[src/rtl/ysyx_24100005_rf_pkg.sv]
// Shared widths, zero-register index and payload types for the integer register file.
package ysyx_24100005_rf_pkg;

  localparam int unsigned RF_ADDR_W   = 5;
  localparam int unsigned RF_DATA_W   = 32;
  localparam int unsigned RF_ZERO_IDX = 0;

  typedef logic [RF_ADDR_W-1:0] rf_addr_t;
  typedef logic [RF_DATA_W-1:0] rf_data_t;

endpackage

[src/rtl/ysyx_24100005_rf_cell.sv]
// One register-file entry: a WIDTH-bit register with load enable and async active-low clear.
module ysyx_24100005_rf_cell #(
  parameter int unsigned     WIDTH     = 32,
  parameter logic [WIDTH-1:0] RESET_VAL = '0
) (
  input  logic             clk,
  input  logic             rst,
  input  logic [WIDTH-1:0] din,
  input  logic             wen,
  output logic [WIDTH-1:0] dout
);

  logic [WIDTH-1:0] data_q;
  logic [WIDTH-1:0] data_d;

  always_comb begin
    data_d = data_q;
    if (wen) data_d = din;
  end

  always_ff @(posedge clk or negedge rst) begin
    if (!rst) data_q <= RESET_VAL;
    else      data_q <= data_d;
  end

  assign dout = data_q;

endmodule

[src/rtl/ysyx_24100005_register_file.sv]
// 2R1W integer register file with x0 hardwired to zero.
// Define YSYX_RF_BYPASS_EN to forward same-cycle write data onto matching read ports.
module ysyx_24100005_register_file
  import ysyx_24100005_rf_pkg::*;
#(
  parameter int unsigned ADDR_WIDTH = RF_ADDR_W,
  parameter int unsigned DATA_WIDTH = RF_DATA_W
) (
  input  logic                  clk,
  input  logic                  rst,
  input  logic                  wen,
  input  logic [ADDR_WIDTH-1:0] waddr,
  input  logic [DATA_WIDTH-1:0] wdata,
  input  logic [ADDR_WIDTH-1:0] rs1addr,
  input  logic [ADDR_WIDTH-1:0] rs2addr,
  output logic [DATA_WIDTH-1:0] rs1data,
  output logic [DATA_WIDTH-1:0] rs2data
);

  localparam int unsigned DEPTH = 1 << ADDR_WIDTH;
  localparam logic [ADDR_WIDTH-1:0] ZERO_IDX = ADDR_WIDTH'(RF_ZERO_IDX);

  logic [DATA_WIDTH-1:0] regs [DEPTH];

  assign regs[0] = '0;

  // Entries 1..DEPTH-1 each load only when addressed.
  for (genvar i = 1; i < DEPTH; i++) begin : g_cell
    logic cell_wen;
    assign cell_wen = wen && (waddr == ADDR_WIDTH'(i));
    ysyx_24100005_rf_cell #(
      .WIDTH     (DATA_WIDTH),
      .RESET_VAL ('0)
    ) u_cell (
      .clk  (clk),
      .rst  (rst),
      .din  (wdata),
      .wen  (cell_wen),
      .dout (regs[i])
    );
  end

`ifdef YSYX_RF_BYPASS_EN
  logic wr_live;
  assign wr_live = wen && rst && (waddr != ZERO_IDX);
`endif

  always_comb begin
    rs1data = '0;
    rs2data = '0;
    if (rs1addr != ZERO_IDX) rs1data = regs[rs1addr];
    if (rs2addr != ZERO_IDX) rs2data = regs[rs2addr];
`ifdef YSYX_RF_BYPASS_EN
    if (wr_live && (rs1addr == waddr)) rs1data = wdata;
    if (wr_live && (rs2addr == waddr)) rs2data = wdata;
`endif
  end

endmodule

[config.mk]
export PLATFORM = sky130hd
export DESIGN_NAME = ysyx_24100005_register_file
export DESIGN_NICKNAME = d
export VERILOG_FILES = /design/src/rtl/ysyx_24100005_rf_pkg.sv /design/src/rtl/ysyx_24100005_rf_cell.sv /design/src/rtl/ysyx_24100005_register_file.sv
export SDC_FILE = /design/constraint.sdc
export NUM_CORES = 2
export LEC_CHECK = 0
export ABC_AREA = 0
export ABC_CLOCK_PERIOD_IN_PS = 7060
export CORE_UTILIZATION = 33
export DETAILED_ROUTE_END_ITERATION = 10
export GPL_ROUTABILITY_DRIVEN = 0
export SLEW_MARGIN = 20
export SYNTH_ARGS = -nofsm -noshare
export SYNTH_HDL_FRONTEND = slang
export SYNTH_HIERARCHICAL = 1
export SYNTH_SLANG_ARGS = --single-unit
[constraint.sdc]
create_clock -name clk -period 7.06 [get_ports clk]
set_clock_uncertainty 0.1 [all_clocks]
set_input_delay 1.412 -clock clk [delete_from_list [all_inputs] [get_ports clk]]
set_output_delay 1.412 -clock clk [all_outputs]
set_load 0.02 [all_outputs]
==> flow_summary.json <==
{
  "worstMarginPinSlew_ns": 1.144,
  "cts_hold_buf": 0,
  "syn_avg_cell_area_um2": 15.64,
  "multi_input_area_um2": 30610,
  "drc": 0,
  "postLayoutCellArea_um2": 64610,
  "placed_cells": 6019,
  "synth_flop_cell": "dfrtp_1",
  "start_kind": "input pin",
  "postRouteWirelength_um": 188600,
  "ys_types": 45,
  "portBuffers": 113,
  "postCtsSetupRepairBufs": 0,
  "largest_reg_flops": 992,
  "cp-end-kind": "primary output",
  "grt_usage": 0.2090,
  "areaGrowthSynthToFinish_pct": 10.50,
  "clk_pin_slew_ns": 0.06,
  "hpwl_um": 113600,
  "netlist_area_um2": 58480,
  "num_rows": 154,
  "wl_per_cell_um": 30.37,
  "p_total_mw": 17.98,
  "tns_ns": 0,
  "slew_viol_final": 0,
  "slew_headroom": 0.2371,
  "min_period_ns": 6.149,
  "critical_path.top_delay_family": "buffers and inverters",
  "worst_slack_ns": 0.9111,
  "overflow": 0,
  "insertion_delay_ns": 0.71,
  "synth_edf_count": 0,
  "die_h_um": 423.0,
  "antenna_found_initial": 16,
  "hp-class": "reg -> reg",
  "clk_path_buf_depth": 3,
  "grt_start_max_net_pins": 159,
  "first_iter_violations": 2861,
  "syn_nets": 3790,
  "ys_warn_count": 6,
  "cts_resized": 0,
  "ys_seq_area_frac": 0.4245,
  "ios": 114,
  "hold_slack_ns": 0.4258,
  "h-tree-depth": 3,
  "post_drt_via_cell_ratio": 5.679,
  "dieArea_um2": 178900,
  "start_util": 0.3320,
  "cts-root-buf": "clkbuf_16",
  "pre_cts_ws_ns": 0.9052,
  "netlist_instances": 3740,
  "die-width_um": 423.0,
  "crit_arrival_ns": 4.64,
  "path_class": "in -> out",
  "cp_max_fo": 41,
  "firstDrtPassIters": 5,
  "vias": 35260,
  "power.leakage_nw": 27.69,
  "worst-path-buf-inv": 3,
  "setup_violations": 0,
  "crit_path_max_incr_delay_ns": 0.72,
  "core_um2": 176100,
  "grt_pass1_vias": 37120,
  "fmax_ghz": 0.1626,
  "placed_area_um2": 61070,
  "grt_first_pass_wirelength_um": 276700,
  "layout_commonest_cell": "dfrtp_1",
  "hold_violations": 0,
  "numCtsBuffers": 101,
  "ys_seq_elements": 992,
  "fill_cells": 16530,
  "p_per_area_nw_per_um2": 278.3,
  "final_nets": 3833,
  "ant_nets": 0,
  "status": "completed",
  "cap_violations": 0,
  "cts_tree": "yes",
  "worstPathCellList": "buf_8 > nor2b_4 > buf_4 > a221oi_1 > a2111oi_0 > a31oi_1 > o21ai_1 > clkdlybuf4s50_1",
  "clock_sinks": 992,
  "stdcell_count": 6208,
  "ir_drop_uv": 178.5,
  "postLayoutCoreUtil": 0.3669,
  "ys_async_sr_fraction": 1.000,
  "seq_area_um2": 24820,
  "cpMaxStageDelayCell": "clkdlybuf4s50_1",
  "drive_above_1_share": 0.4828,
  "finalCritPeriodShare": 0.8709,
  "rsz0062_at_grt": "false",
  "final_cell_mix": "992 x dfrtp_1, 938 x mux2_4, 396 x mux4_2",
  "cp.required_ns": 5.55
}
-- area by class of cell --
type / instances / share of cell area
timing repair buffer: 278 / 0.04076
clock buffer: 131 / 0.04365
clock inverter: 54 / 0.01172
tap: 2340 / 0.04531
multi-input combinational: 2401 / 0.4737
sequential: 992 / 0.3842
inverter: 9 / 0.0005616
antenna: 3 / 0.0001162
-- report_power, final --
group          switching, mW  total, mW  internal [mW]
clock                   2.52       5.90           3.38
combinational           1.63       4.34           2.71
sequential             0.943       7.74           6.80
total                   5.09       18.0           12.9
-- synth_stat cells, drive strengths merged, types with 2 or more instances --
master / n / share of area
and2: 3 / 0.00032
a22o: 8 / 0.0012
a21oi: 108 / 0.0092
dfrtp: 992 / 0.42
o32a: 11 / 0.0019
buf: 248 / 0.050
nand3: 38 / 0.0033
a41oi: 4 / 0.00060
mux2i: 182 / 0.031
nand2: 194 / 0.012
or3: 9 / 0.00096
o211ai: 31 / 0.0040
nor2b: 64 / 0.0068
mux4: 396 / 0.15
mux2: 1055 / 0.26
a22oi: 28 / 0.0036
nor2: 81 / 0.0052
a311oi: 5 / 0.00075
o221ai: 11 / 0.0016
nand4b: 2 / 0.00030
o21ai: 40 / 0.0034
nand4: 9 / 0.00096
clkbuf: 90 / 0.0058
nor3: 52 / 0.0045
nand3b: 3 / 0.00039
a221oi: 55 / 0.0093
nand2b: 7 / 0.00075
inv: 8 / 0.00051
-- metal layers --
layer / part of all wire / global-route usage / vias to the layer above / wire length [um]
met1: 0.41 / 0.2727 / 19130 / 77870
met2: 0.47 / 0.3352 / 1403 / 89100
met3: 0.059 / 0.03384 / 419 / 11130
met4: 0.055 / 0.1060 / 16 / 10360
met5: 0.00048 / 0 / - / 91
li1: - / - / 14290 / -
-- worst paths after layout --
| check | start | end | slack (ns) | depth (start not counted) |
|---|---|---|---|---|
| min | g_cell[4].u_cell/dout[25] | g_cell[4].u_cell/dout[25] | 0.43 | 1 |
| min reg2reg | g_cell[4].u_cell/dout[25] | g_cell[4].u_cell/dout[25] | 0.43 | 1 |
| min in group asynchronous | rst | g_cell[31].u_cell/dout[14] | 0.64 | 1 |
| max in group asynchronous | rst | g_cell[6].u_cell/dout[25] | 4.56 | 2 |
| max reg2reg | g_cell[31].u_cell/dout[12] | g_cell[31].u_cell/dout[12] | 6.14 | 1 |
| max | rs1addr[0] | rs1data[27] | 0.91 | 8 |
-- cell families (layout without fill, tap and decap cells) --
| logic type | Yosys count | in the layout | synth area share |
|---|---|---|---|
| mux | 1633 | 1633 | 0.4470 |
| flops | 992 | 992 | 0.4245 |
| simple gates | 463 | 463 | 0.03603 |
| buf+inv | 347 | 472 | 0.05625 |
| compound gates | 305 | 305 | 0.03616 |
| other cells | 0 | 3 | 0 |
Power figures use the tool's default switching activity.
